==> src/rtl/fmadd_pkg.sv <==
// Shared FMADD back-end types: bf16 encoding, exception flag bundle and exponent limits.
package fmadd_pkg;

  localparam int BF16_EXP_MAX = 255;
  localparam int BF16_BIAS    = 127;

  typedef struct packed {
    logic       sign;
    logic [7:0] exp;
    logic [6:0] mant;
  } bf16_t;

  typedef struct packed {
    logic overflow;
    logic underflow;
    logic inexact;
  } flags_t;

  function automatic bf16_t bf16_zero(input logic sign);
    return '{sign: sign, exp: 8'h00, mant: 7'h00};
  endfunction

  function automatic bf16_t bf16_inf(input logic sign);
    return '{sign: sign, exp: 8'hFF, mant: 7'h00};
  endfunction

endpackage

==> src/rtl/fmadd_rne_round.sv <==
// Round-to-nearest-even on a 7-bit bf16 fraction with guard/round/sticky; reports carry-out and inexact.
module fmadd_rne_round (
  input  logic [6:0] mant,
  input  logic       g,
  input  logic       r,
  input  logic       s,
  output logic [6:0] mant_rnd,
  output logic       carry,
  output logic       inexact
);

  logic inc;

  // Ties go up only when the kept LSB is odd.
  assign inc                = g & (r | s | mant[0]);
  assign {carry, mant_rnd}  = {1'b0, mant} + {7'd0, inc};
  assign inexact            = g | r | s;

endmodule

==> src/rtl/fmadd_norm_round.sv <==
// FMADD normalize/round/pack stage: 2-stage valid/ready pipe producing bf16 plus flags.
// Define FMADD_NORM_SUBNORM_EN to produce subnormals instead of flushing small results to zero.
module fmadd_norm_round
  import fmadd_pkg::*;
#(
  parameter int MAG_W = 32,
  parameter int EXP_W = 10,
  parameter int BIAS  = 127
) (
  input  logic                    clk,
  input  logic                    rst,
  input  logic                    in_valid,
  output logic                    in_ready,
  input  logic                    in_sign,
  input  logic signed [EXP_W-1:0] in_exp,
  input  logic [MAG_W-1:0]        in_mag,
  input  logic [4:0]              in_lzc,
  input  logic                    in_special,
  input  logic [15:0]             in_special_val,
  output logic                    out_valid,
  input  logic                    out_ready,
  output logic [15:0]             out_result,
  output logic                    out_overflow,
  output logic                    out_underflow,
  output logic                    out_inexact
);

  localparam logic signed [EXP_W-1:0] E_MAX  = EXP_W'(BF16_EXP_MAX);
  localparam logic signed [EXP_W-1:0] E_ZERO = '0;
  localparam logic signed [EXP_W-1:0] E_ONE  = EXP_W'(1);

  logic [2:1] vld_pipe;
  logic       s1_adv;

  logic                    st1_zero;
  logic [MAG_W-1:0]        st1_sh;
  logic signed [EXP_W-1:0] st1_e;

  logic                    s1_sign;
  logic                    s1_zero;
  logic                    s1_special;
  logic [15:0]             s1_sval;
  logic [MAG_W-1:0]        s1_sh;
  logic signed [EXP_W-1:0] s1_e;

  logic [6:0]              rn_mant;
  logic                    rn_g, rn_r, rn_s;
  logic [6:0]              rn_mant_rnd;
  logic                    rn_carry, rn_inexact;
  logic signed [EXP_W-1:0] e_post;

  bf16_t  res_d;
  flags_t flg_d;
  logic   norm_sel;

  assign s1_adv    = !vld_pipe[2] || out_ready;
  assign in_ready  = !vld_pipe[1] || s1_adv;
  assign out_valid = vld_pipe[2];

  // Stage 1: zero is decided from the magnitude itself so a bad lzc cannot mask it.
  assign st1_zero = (in_mag == '0);
  assign st1_sh   = in_mag << in_lzc;
  assign st1_e    = in_exp + E_ONE - EXP_W'(in_lzc);

  always_ff @(posedge clk) begin
    if (in_valid && in_ready) begin
      s1_sign    <= in_sign;
      s1_zero    <= st1_zero;
      s1_special <= in_special;
      s1_sval    <= in_special_val;
      s1_sh      <= st1_sh;
      s1_e       <= st1_e;
    end
  end

  // Stage 2: hidden bit at MSB, 7 kept fraction bits, then guard/round/sticky.
  assign rn_mant = s1_sh[MAG_W-2 -: 7];
  assign rn_g    = s1_sh[MAG_W-9];
  assign rn_r    = s1_sh[MAG_W-10];
  assign rn_s    = |s1_sh[MAG_W-11:0];

  fmadd_rne_round u_rnd (
    .mant     (rn_mant),
    .g        (rn_g),
    .r        (rn_r),
    .s        (rn_s),
    .mant_rnd (rn_mant_rnd),
    .carry    (rn_carry),
    .inexact  (rn_inexact)
  );

  assign e_post = s1_e + EXP_W'(rn_carry);

`ifdef FMADD_NORM_SUBNORM_EN
  localparam logic signed [EXP_W-1:0] E_SUB_MIN = EXP_W'(-7);

  logic [10:0] sub_x;
  logic [10:0] sub_mask;
  logic [9:0]  sub_sh;
  logic [3:0]  sub_k;
  logic        sub_sticky;
  logic        sub_range;
  logic [6:0]  sub_mant;
  logic        sub_carry, sub_inexact;

  // Denormalize the unrounded significand by 1-e; everything shifted out folds into sticky.
  assign sub_k      = 4'd1 - s1_e[3:0];
  assign sub_x      = {1'b1, rn_mant, rn_g, rn_r, rn_s};
  assign sub_sh     = 10'(sub_x >> sub_k);
  assign sub_mask   = (11'd1 << sub_k) - 11'd1;
  assign sub_sticky = sub_sh[0] | (|(sub_x & sub_mask));
  assign sub_range  = (s1_e >= E_SUB_MIN) && (s1_e <= E_ZERO);

  fmadd_rne_round u_sub_rnd (
    .mant     (sub_sh[9:3]),
    .g        (sub_sh[2]),
    .r        (sub_sh[1]),
    .s        (sub_sticky),
    .mant_rnd (sub_mant),
    .carry    (sub_carry),
    .inexact  (sub_inexact)
  );
`endif

  always_comb begin
    res_d    = '0;
    flg_d    = '0;
    norm_sel = 1'b0;
    if (s1_special) begin
      res_d = s1_sval;
    end else if (s1_zero) begin
      res_d = bf16_zero(s1_sign);
    end else if (e_post >= E_MAX) begin
      res_d          = bf16_inf(s1_sign);
      flg_d.overflow = 1'b1;
      flg_d.inexact  = 1'b1;
`ifdef FMADD_NORM_SUBNORM_EN
    end else if (sub_range) begin
      // A carry into the hidden bit lands on the smallest normal exponent.
      res_d           = '{sign: s1_sign, exp: {7'd0, sub_carry}, mant: sub_mant};
      flg_d.underflow = sub_inexact;
      flg_d.inexact   = sub_inexact;
`endif
    end else if (e_post <= E_ZERO) begin
      res_d           = bf16_zero(s1_sign);
      flg_d.underflow = 1'b1;
      flg_d.inexact   = 1'b1;
    end else begin
      norm_sel      = 1'b1;
      res_d         = '{sign: s1_sign, exp: e_post[7:0], mant: rn_mant_rnd};
      flg_d.inexact = rn_inexact;
    end
  end

  always_ff @(posedge clk) begin
    if (rst) begin
      vld_pipe      <= '0;
      out_result    <= '0;
      out_overflow  <= 1'b0;
      out_underflow <= 1'b0;
      out_inexact   <= 1'b0;
    end else begin
      if (in_ready) vld_pipe[1] <= in_valid;
      if (s1_adv)   vld_pipe[2] <= vld_pipe[1];
      if (s1_adv && vld_pipe[1]) begin
        out_result    <= res_d;
        out_overflow  <= flg_d.overflow;
        out_underflow <= flg_d.underflow;
        out_inexact   <= flg_d.inexact;
      end
    end
  end

  // Upstream LZD must leave the hidden bit at the MSB for any nonzero, non-special operand.
  a_lzc_consistent: assert property (@(posedge clk) disable iff (rst)
    (vld_pipe[1] && !s1_zero && !s1_special) |-> s1_sh[MAG_W-1]);

  a_norm_exp_range: assert property (@(posedge clk) disable iff (rst)
    (vld_pipe[1] && norm_sel) |->
      ((int'(e_post) - BIAS >= 1 - BF16_BIAS) && (int'(e_post) - BIAS <= BF16_BIAS)));

endmodule

==> config.mk <==
export PLATFORM = sky130hd
export DESIGN_NAME = fmadd_norm_round
export DESIGN_NICKNAME = d
export VERILOG_FILES = /design/src/rtl/fmadd_pkg.sv /design/src/rtl/fmadd_rne_round.sv /design/src/rtl/fmadd_norm_round.sv
export SDC_FILE = /design/constraint.sdc
export NUM_CORES = 1
export LEC_CHECK = 0
export ABC_CLOCK_PERIOD_IN_PS = 3800
export BUFFER_PORTS_ARGS = -buffer_cell sky130_fd_sc_hd__buf_2
export CORE_ASPECT_RATIO = 1.75
export CORE_MARGIN = 2
export CORE_UTILIZATION = 45
export DETAILED_ROUTE_END_ITERATION = 6
export GPL_TIMING_DRIVEN = 0
export PLACE_DENSITY = 0.65
export SETUP_SLACK_MARGIN = 0.4
export SLEW_MARGIN = 20
export SYNTH_ARGS = -nofsm -noshare
export SYNTH_HDL_FRONTEND = slang
export SYNTH_SLANG_ARGS = --single-unit
==> constraint.sdc <==
create_clock -name clk -period 3.8 [get_ports clk]
set_input_delay 0.76 -clock clk [delete_from_list [all_inputs] [get_ports clk]]
set_output_delay 0.76 -clock clk [all_outputs]
set_load 0.03 [all_outputs]
==> reports/summary.txt, run 1 <==
Synth cell types: 64
Initial antenna violation count: 0
Worst Setup End Kind: register
Drc violations: 0
DP Wirelength: 10700 um
IO Count: 90
Final hold violations: 0
Metal2 WL: 7480 um
Yosys reg bits: 81
M1 WL: 4740 um
Status: finished clean
First-pass GRT wire length: 21300 um
Gate Count Post-Synth: 516
Vias in the first global route: 4345
Bufs on Longest Clock Path: 2
Multi-input gate area: 2820 um2
Worst-Margin Slew: 783 ps
Final cell count without fillers: 756
Hold WS: 475 ps
Fraction of layout cells with a size suffix above 1: 27.1%
Die height: 148 um
Max layer used: met4
Leak: 2.52 nW
Post-DR wirelength/cell: 17.6 um
H-Tree Depth: 3
GRT overflow: 0
Critical path class: reg -> reg
Worst Path Required: 4040 ps
Max cap viols: 0
DIE WIDTH: 86.0 um
Hold Buf Count CTS: 0
Vias per inst: 5.80
CTS tree: yes
Routed Antenna Nets: 0
Sequential fraction of the synthesis area: 41.9%
Ant diodes: 0
Post-synth EDFFs: 60
Clock Tree Root: clkbuf_16
Drt first pass iters: 5
Clock slew at reported path FFs: 60 ps
DP Cell Count: 740
DR WL met3: 525 um
Drt total wl: 13300 um
Mapped Nets: 602
Post-synth ARST share: 0%
TritonCTS buffer count: 9
Cell row count: 52
YS warnings: 0
P per Cell Area: 403 nW/um2
IO buf count: 89
Worst-Skew Late Latency: 340 ps
RSZ-0062 raised after global routing: yes
Final period util: 83.3%
All-Layer GR Usage: 21.8%
Mapped Area: 5300 um2
Max-slew violations: 0
Min-delay worst type: reg -> reg
Reg area: 2220 um2
Detailed Route Iter0 Violations: 211
Peak Freq: 0.316 GHz
Crit-path max FO: 8
Die Area: 12700 um2
Area growth syn-to-layout: 17.6%
Clock skew: 6.08 ps
Startpoint types: register
Vias: 4385
Arr. time, crit path: 3410 ps
Core area: 11500 um2
# setup viols final: 0
Pin count of the biggest net entering global routing: 61
Peak supply drop: 168 uV
Min Tclk post-route: 3170 ps
Fill cell count: 1041
Rel. slew slack: 47.8%
Setup TNS: 0 ps
Post-synthesis area per instance: 10.3 um2
GPL Wtd Cong: 0.924
Final nets: 702
Initial core utilization: 46.0%
CTS Sinks: 81
Most used DFF post-synth: edfxtp_1
layout by cell type (no fill, tap or decap), types with 3 or more instances in the layout:
cell type	Yosys	routed
a211oi_1	12	12
a21o_1	3	3
a21oi_1	27	27
a31oi_1	8	8
a32oi_1	7	7
and2_1	4	3
and3_1	3	3
buf_2	6	96
buf_4	6	6
buf_6	5	5
clkbuf_1	10	9
clkbuf_16	0	9
dfxtp_1	21	21
edfxtp_1	60	60
ha_1	16	15
inv_1	14	14
inv_6	0	3
mux2_2	8	8
mux2i_1	25	25
mux4_2	21	21
nand2_1	69	69
nand2b_1	5	5
nand3_1	11	11
nand3b_1	3	3
nand4_1	4	4
nor2_1	57	57
nor2b_1	4	4
nor3_1	8	8
nor4_1	13	13
o21ai_0	9	9
o21ai_1	14	14
o22ai_1	3	3
o32ai_1	4	4
xnor2_1	14	14
xor2_1	5	5
where the power goes:
part	switching [mW]	internal (mW)
Sequential	0.0351	1.03
Clock	0.367	0.522
Combinational	0.324	0.227
Total	0.726	1.78
worst max-delay path: stages (launching register included):
cell and delay (ps):
edfxtp_1 380, and2_1 170, nand3_1 150, nor2_1 210, ha_2 260, ha_1 180, buf_6 130, and4_4 220
buf_6 110, mux2i_1 220, o41ai_2 120, a311oi_4 440, a32oi_1 180, a211oi_1 280
cell type report:
cell class / count / area share, %
tap: 135 / 2.71
timing repair buffer: 89 / 7.15
buffer: 32 / 3.21
multi-input combinational: 386 / 45.3
clock buffer: 9 / 3.61
sequential: 81 / 35.6
clock inverter: 7 / 1.36
inverter: 17 / 1.02
Yosys cell counts (5+ instances only):
master,count,area share (%)
mux4_2,21,8.9
o21ai_1,14,1.3
o21ai_0,9,0.85
a21oi_1,27,2.5
nand2_1,69,4.9
dfxtp_1,21,7.9
edfxtp_1,60,34
buf_6,5,1.1
clkbuf_1,10,0.71
a31oi_1,8,0.94
buf_4,6,0.85
inv_1,14,0.99
a211oi_1,12,1.7
nor3_1,8,0.76
mux2i_1,25,4.7
buf_2,6,0.57
mux2_2,8,1.7
xnor2_1,14,2.3
nor2_1,57,4.0
nor4_1,13,1.5
xor2_1,5,0.83
ha_1,16,3.8
nand2b_1,5,0.59
a32oi_1,7,1.2
nand3_1,11,1.0
flip-flops by register name, summed over array words and instances (netlist names):
register       count
s1_sh             31
out_result        16
s1_sval           16
s1_e              10
vld_pipe           2
out_inexact        1
out_overflow       1
out_underflow      1
s1_sign            1
s1_special         1
s1_zero            1
kinds of logic (layout without fill, tap and decap cells):
kind of cell	count (synthesis)	in the layout	share of synthesized area [%]
multiplexers	56	56	15.8
adder cells (fa/ha/maj)	17	17	4.15
buffers and inverters	49	154	4.93
XOR/XNOR	20	20	3.45
AO/OA/AOI/OAI	102	102	13.2
AND/OR/NAND/NOR	191	191	16.6
flip-flops	81	81	41.9
layer usage:
metal | GRT usage (%) | vias to the layer above
li1 | - | 2130
met1 | 21.4 | 2066
met2 | 41.7 | 158
met3 | 3.74 | 31
met4 | 11.6 | 0
met5 | 0 | -
per-stage QoR:
| stage | cell area (um2) | total power, mW | setup slack, ps | util, % |
|---|---|---|---|---|
| after detailed placement | 5920 | 1.64 | 29.2 | 51.4 |
| final | 6230 | 2.51 | 634 | 54.1 |
| after CTS | 6230 | 2.53 | 479 | 54.1 |
| after global routing | 6230 | 2.63 | 399 | 54.1 |
| after floorplan | 5300 | 1.46 | 521 | - |
| after global placement | 5920 | 1.63 | 75.3 | 51.4 |
path summary, 6_finish.rpt:
check / start / endpoint / slack [ps] / cells after the start
setup reg to reg: s1_sh[23] / out_result[6] / 630 / 13
hold reg to reg: out_overflow / out_overflow / 480 / 2
hold / removal: out_overflow / out_overflow / 480 / 2
setup / recovery: s1_sh[23] / out_result[6] / 630 / 13
what timing repair did:
action,4_1_cts,5_1_grt
cloned,0,0
gates resized for setup,1,3
endpoints found under the setup margin,1,8
pin swaps,0,1
setup buffers,0,0
Note: power is estimated with default switching activity, not from simulation.
==> run 2: changes to the inputs <==
- ABC_AREA: unset -> 1
- ABC_CLOCK_PERIOD_IN_PS: 3800 -> 2800
- PLACE_DENSITY: 0.65 -> 0.68
- clock period: 3.8 -> 2.8 ns (I/O delays scaled with it)
==> reports/summary.txt, run 2 <==
Status: finished clean
Worst-Margin Slew: 642 ps
Peak supply drop: 271 uV
Max-slew violations: 0
Max cap viols: 0
Clock skew: 4.55 ps
Post-synthesis area per instance: 7.28 um2
Post-synth top cells: nand2_1, o21ai_0, nor2_1
Peak Freq: 0.439 GHz
Die Area: 12800 um2
Final nets: 920
Multiplexer share of the synthesized area: 0.376%
RR Endpoint: out_result[9]
Synth top area cells: edfxtp_1, nand2_1, o21ai_0
Post-synthesis simple-gate area fraction: 27.7%
Area growth syn-to-layout: 20.5%
Yosys reg bits: 81
CTS tree: yes
R2R depth: 17
Final period util: 81.4%
Final hold violations: 0
H-Tree Depth: 3
Cell with the most instances after synthesis: nand2_1
Fill cell count: 1140
Clock Tree Root: clkbuf_16
Compound-Gate Fraction of Synth Area: 15.9%
RSZ-0062 raised after global routing: no
DIE WIDTH: 86.2 um
GPL Wtd Cong: 0.933
Vias per inst: 5.33
Sequential fraction of the synthesis area: 41.7%
Most common cell after layout, fill and taps aside: nand2_1
Endpoint, Worst Hold: s1_sval[6]
TritonCTS buffer count: 9
Biggest regs: s1_sh: 31 flops, out_result: 16 flops, s1_sval: 16 flops
Reg area: 2220 um2
Initial core utilization: 46.0%
Rel. slew slack: 57.1%
P per Cell Area: 505 nW/um2
Synth cell types: 38
Bufs on Longest Clock Path: 2
Top register by number of flip-flops: s1_sh
Synth Area in Adders: 4.14%
Worst Path Required: 2880 ps
IO buf count: 85
Drt first pass iters: 5
IO Count: 90
CTS Sinks: 81
GRT overflow: 0
Critical path class: in -> reg
Crit-path max FO: 10
Post-synth ARST share: 0%
Worst R2R Setup Slack: 550 ps
Post-synthesis xor/xnor area fraction: 2.14%
First-pass GRT wire length: 23100 um
Setup TNS: 0 ps
Mapped Nets: 817
DP Wirelength: 11800 um
Most used DFF post-synth: edfxtp_1
Pin count of the biggest net entering global routing: 32
Vias in the first global route: 5020
Worst-Skew Late Latency: 340 ps
CP peak stage delay: 330 ps
Vias: 5187
Yosys top cell area share: 33.8%
Reg-to-Reg Start: s1_sh[23]
Startpoint types: primary input
Min-delay worst type: in -> reg
Power, Total: 3.24 mW
Post-synth EDFFs: 60
Max reg flops: 31
Post-DR wirelength/cell: 15.1 um
Core area: 11600 um2
Mapped Area: 5330 um2
Area leader, netlist: edfxtp_1
Cells along the critical path: buf_2 > inv_1 > clkbuf_2 > ha_1 > ha_2 > a21oi_2 > o21ai_2 > nand4_1 > o211ai_1 > xor2_1
Worst Setup End Kind: register
Die height: 148 um
Drt total wl: 14700 um
Drc violations: 0
Cell row count: 52
Multi-input gate area: 2820 um2
Min Tclk post-route: 2280 ps
Hold Buf Count CTS: 0
Arr. time, crit path: 2360 ps
Hold wc startpoint: in_special_val[6]
Slowest stage cell, crit path: ha_2
All-Layer GR Usage: 23.1%
Routed Antenna Nets: 0
Clock slew at reported path FFs: 60 ps
Gate Count Post-Synth: 731
Worst Hold Depth: 1
Leak: 2.85 nW
Initial antenna violation count: 0
Commonest cells after routing, fill and taps aside: nand2_1, buf_2, o21ai_0, nor2_1, inv_1
Ant diodes: 0
Fraction of layout cells with a size suffix above 1: 19.7%
Largest family of logic cells by synthesized area: simple AND/OR/NAND/NOR gates
# setup viols final: 0
Detailed Route Iter0 Violations: 231
YS warnings: 0
## run 2: worst max-delay path by stage
| stage | from | end | depth (start not counted) |
|---|---|---|---|
| after floorplan | in_lzc[2] | s1_e[9] | 9 |
| after global placement | in_lzc[2] | s1_e[9] | 10 |
| after detailed placement | in_lzc[2] | s1_e[9] | 10 |
| after CTS | in_lzc[4] | s1_e[9] | 10 |
| after global routing | s1_sh[23] | out_result[10] | 17 |
| final | in_lzc[4] | s1_e[9] | 10 |
## run 2: critical path, delay by kind of cell
| kind | cells | cell delay [ps] |
|---|---|---|
| simple gates | 1 | 80 |
| buf+inv | 3 | 510 |
| xor+xnor | 1 | 150 |
| fa+ha+maj | 2 | 650 |
| compound gates | 3 | 400 |
## run 2: cells by family (layout without fill, tap and decap cells)
group | Yosys count | after routing
compound gates | 156 | 156
xor+xnor | 13 | 13
fa+ha+maj | 17 | 17
buf+inv | 110 | 218
flops | 81 | 81
mux | 2 | 2
simple gates | 352 | 352
## run 2: routing by layer
layer  up-vias  global-route usage (%)  share of wire (%)
li1       2651                       -                  -
met1      2312                    22.3                 35
met2       173                    44.0                 55
met3        51                    2.90                4.1
met4         0                    15.3                6.2
met5         -                       0                  0
## run 2: stage by stage
stage / hold WS, ps / worst slack (ps) / util [%] / std cells / cell area (um2)
floorplan: 502 / 356 / - / 731 / 5340
global placement: 454 / -87.6 / 51.2 / 951 / 5930
detailed placement: 462 / -149 / 51.4 / 952 / 5950
CTS: 384 / 409 / 53.9 / 969 / 6240
global route: 388 / 378 / 55.4 / 974 / 6410
finish: 397 / 521 / 55.4 / 974 / 6410
## run 2: final cells by class
class                      count  share of cell area [%]
clock buffer                  10                    3.57
inverter                      74                    4.47
timing repair buffer          92                    7.70
buffer                        36                    2.54
clock inverter                 6                   0.546
multi-input combinational    540                    43.9
tap                          135                    2.63
sequential                    81                    34.6
## run 2: repair_timing
action / in CTS / in global routing
setup buffers: 1 / 5
gates resized for setup: 8 / 36
pin swaps: 1 / 18
endpoints found under the setup margin: 18 / 20
## run 2: power breakdown
group / total (mW) / leakage (nW) / switching, mW / internal [mW]
clock network: 1.03 / 0.120 / 0.434 / 0.591
logic: 0.759 / 1.96 / 0.500 / 0.259
registers: 1.46 / 0.767 / 0.0519 / 1.41
total: 3.24 / 2.85 / 0.986 / 2.26
==> run 3: changes to the inputs <==
- ABC_CLOCK_PERIOD_IN_PS: 2800 -> 2100
- PLACE_DENSITY: 0.68 -> 0.65
- clock period: 2.8 -> 2.1 ns (I/O delays scaled with it)
==> reports/summary.txt, run 3 (synthesis gave the netlist of run 2 again) <==
Gate power share: 26.0%
Die height: 148 um
Commonest cells after routing, fill and taps aside: nand2_1, buf_2, nor2_1, o21ai_0, edfxtp_1
M3 GR Usage: 3.46%
Failing checks: negative setup slack
Core area: 11600 um2
Cell row count: 52
Drt total wl: 16000 um
Worst-Margin Slew: 562 ps
Fill cell count: 1055
CTS Sinks: 81
Vias per inst: 5.38
Most common cell after layout, fill and taps aside: nand2_1
Bufs on Longest Clock Path: 2
GPL Wtd Cong: 0.952
Die Area: 12800 um2
Leak: 3.15 nW
H-Tree Depth: 3
Pin count of the biggest net entering global routing: 38
Initial core utilization: 46.0%
Crit-path max FO: 4
Reg power frac: 39.6%
Peak supply drop: 369 uV
Min Tclk post-route: 2230 ps
IO buf count: 85
Clock Tree Root: clkbuf_16
Critical path class: reg -> reg
Vias: 5459
Most Crowded Layer GR: met2
First-pass GRT wire length: 24400 um
PnR worst setup slack: -134 ps
Reg area: 2230 um2
DP Cell Count: 952
Drc violations: 0
Final cell count without fillers: 1014
Ant diodes: 0
IO Count: 90
Rel. slew slack: 62.3%
Final hold violations: 0
Net Sw Power: 1.46 mW
Final period util: 106%
Clock skew: 7.13 ps
DP Wirelength: 12200 um
Detailed Route Iter0 Violations: 171
Post-DR wirelength/cell: 15.8 um
Min-delay worst type: in -> reg
Arr. time, crit path: 2450 ps
Worst Path Required: 2320 ps
Startpoint types: register
Clock slew at reported path FFs: 60 ps
Grt met2 use: 51.7%
Pint: 3.45 mW
GRT overflow: 0
Max reg flops: 31
Biggest regs: s1_sh: 31 flops, out_result: 16 flops, s1_sval: 16 flops
Drt first pass iters: 5
Area growth syn-to-layout: 36.3%
TritonCTS buffer count: 9
Hold Buf Count CTS: 0
Max cap viols: 0
Peak Freq: 0.448 GHz
Routed Antenna Nets: 0
Setup TNS: -1230 ps
Sw Ratio: 29.8%
Clock Power Share: 34.4%
Fraction of layout cells with a size suffix above 1: 30.4%
Max-slew violations: 0
# setup viols final: 16
Multi-input gate area: 3110 um2
Top register by number of flip-flops: s1_sh
P per Cell Area: 676 nW/um2
Status: finished, violations left
CTS tree: yes
Vias in the first global route: 5301
DIE WIDTH: 86.2 um
Hold WS: 253 ps
Final nets: 960
Routing usage on met1: 21.3%
Worst Setup End Kind: register
RSZ-0062 raised after global routing: yes
Initial antenna violation count: 0
Worst-Skew Late Latency: 340 ps
All-Layer GR Usage: 24.7%
[run 3: cell count changes in the layout (fill, tap and decap cells not counted), sizes merged]
cell	change
clkinv	+1
clkinvlp	-2
inv	-1
buf	+38
clkbuf	+3
bufinv	+1
[run 3: critical path: stages, from the launching register on]
cell      delay (ps)
edfxtp_1         390
nand2_1           90
inv_2             50
nand3_4           70
nor2_4            50
ha_4             170
ha_4             180
buf_4            130
xnor2_1          230
nor3_2            90
nand3_2          100
nand2_4           90
buf_4            150
o21ai_2          210
a21oi_1          110
[run 3: path summary, 6_finish.rpt]
check / cells after the start / startpoint / slack (ps) / endpoint
worst max-delay path: 14 / s1_sh[23] / -130 / out_result[13]
worst min-delay path: 1 / in_special_val[2] / 250 / s1_sval[2]
worst max register to register: 14 / s1_sh[23] / -130 / out_result[13]
worst min register to register: 2 / out_overflow / 480 / out_overflow
[run 3: power groups by stage]
stage / clock (mW) / combinational (mW) / sequential [mW]
5_1_grt: 1.78 / 1.40 / 1.95
3_3_place_gp: 0 / 1.00 / 1.97
4_1_cts: 1.72 / 1.16 / 1.94
3_5_place_dp: 0 / 1.02 / 1.98
2_1_floorplan: 0 / 0.658 / 2.01
6_report: 1.69 / 1.28 / 1.94
[run 3: routing by layer]
layer | part of all wire (%) | vias up | wire [um]
met2 | 59 | 164 | 9500
met1 | 33 | 2521 | 5230
met3 | 3.7 | 40 | 592
met5 | 0 | - | 0
met4 | 4.2 | 0 | 665
li1 | - | 2734 | -
[run 3: area by class of cell]
| type | instances | area share, % |
|---|---|---|
| multi-input combinational | 540 | 42.8 |
| sequential | 81 | 30.7 |
| timing repair buffer | 131 | 11.2 |
| inverter | 74 | 4.62 |
| clock buffer | 12 | 3.84 |
| buffer | 36 | 3.62 |
| tap | 135 | 2.33 |
| clock inverter | 4 | 0.776 |
| timing repair inverter | 1 | 0.0690 |
[run 3: timing repair]
action	CTS	global route
gates cloned	1	0
setup endpoints to repair	74	36
pin swaps	29	36
resized for setup	62	57
buffers inserted	25	20
[run 3: through the flow]
| stage | power (mW) | area, um2 | setup slack, ps | util [%] |
|---|---|---|---|---|
| final | 4.91 | 7260 | -134 | 62.7 |
| after global routing | 5.13 | 7260 | -263 | 62.7 |
| after CTS | 4.82 | 6960 | -19.6 | 60.1 |
| after detailed placement | 3.00 | 6200 | -402 | 53.6 |
| after global placement | 2.98 | 6180 | -347 | 53.4 |
| after floorplan | 2.67 | 5590 | 3.83 | - |
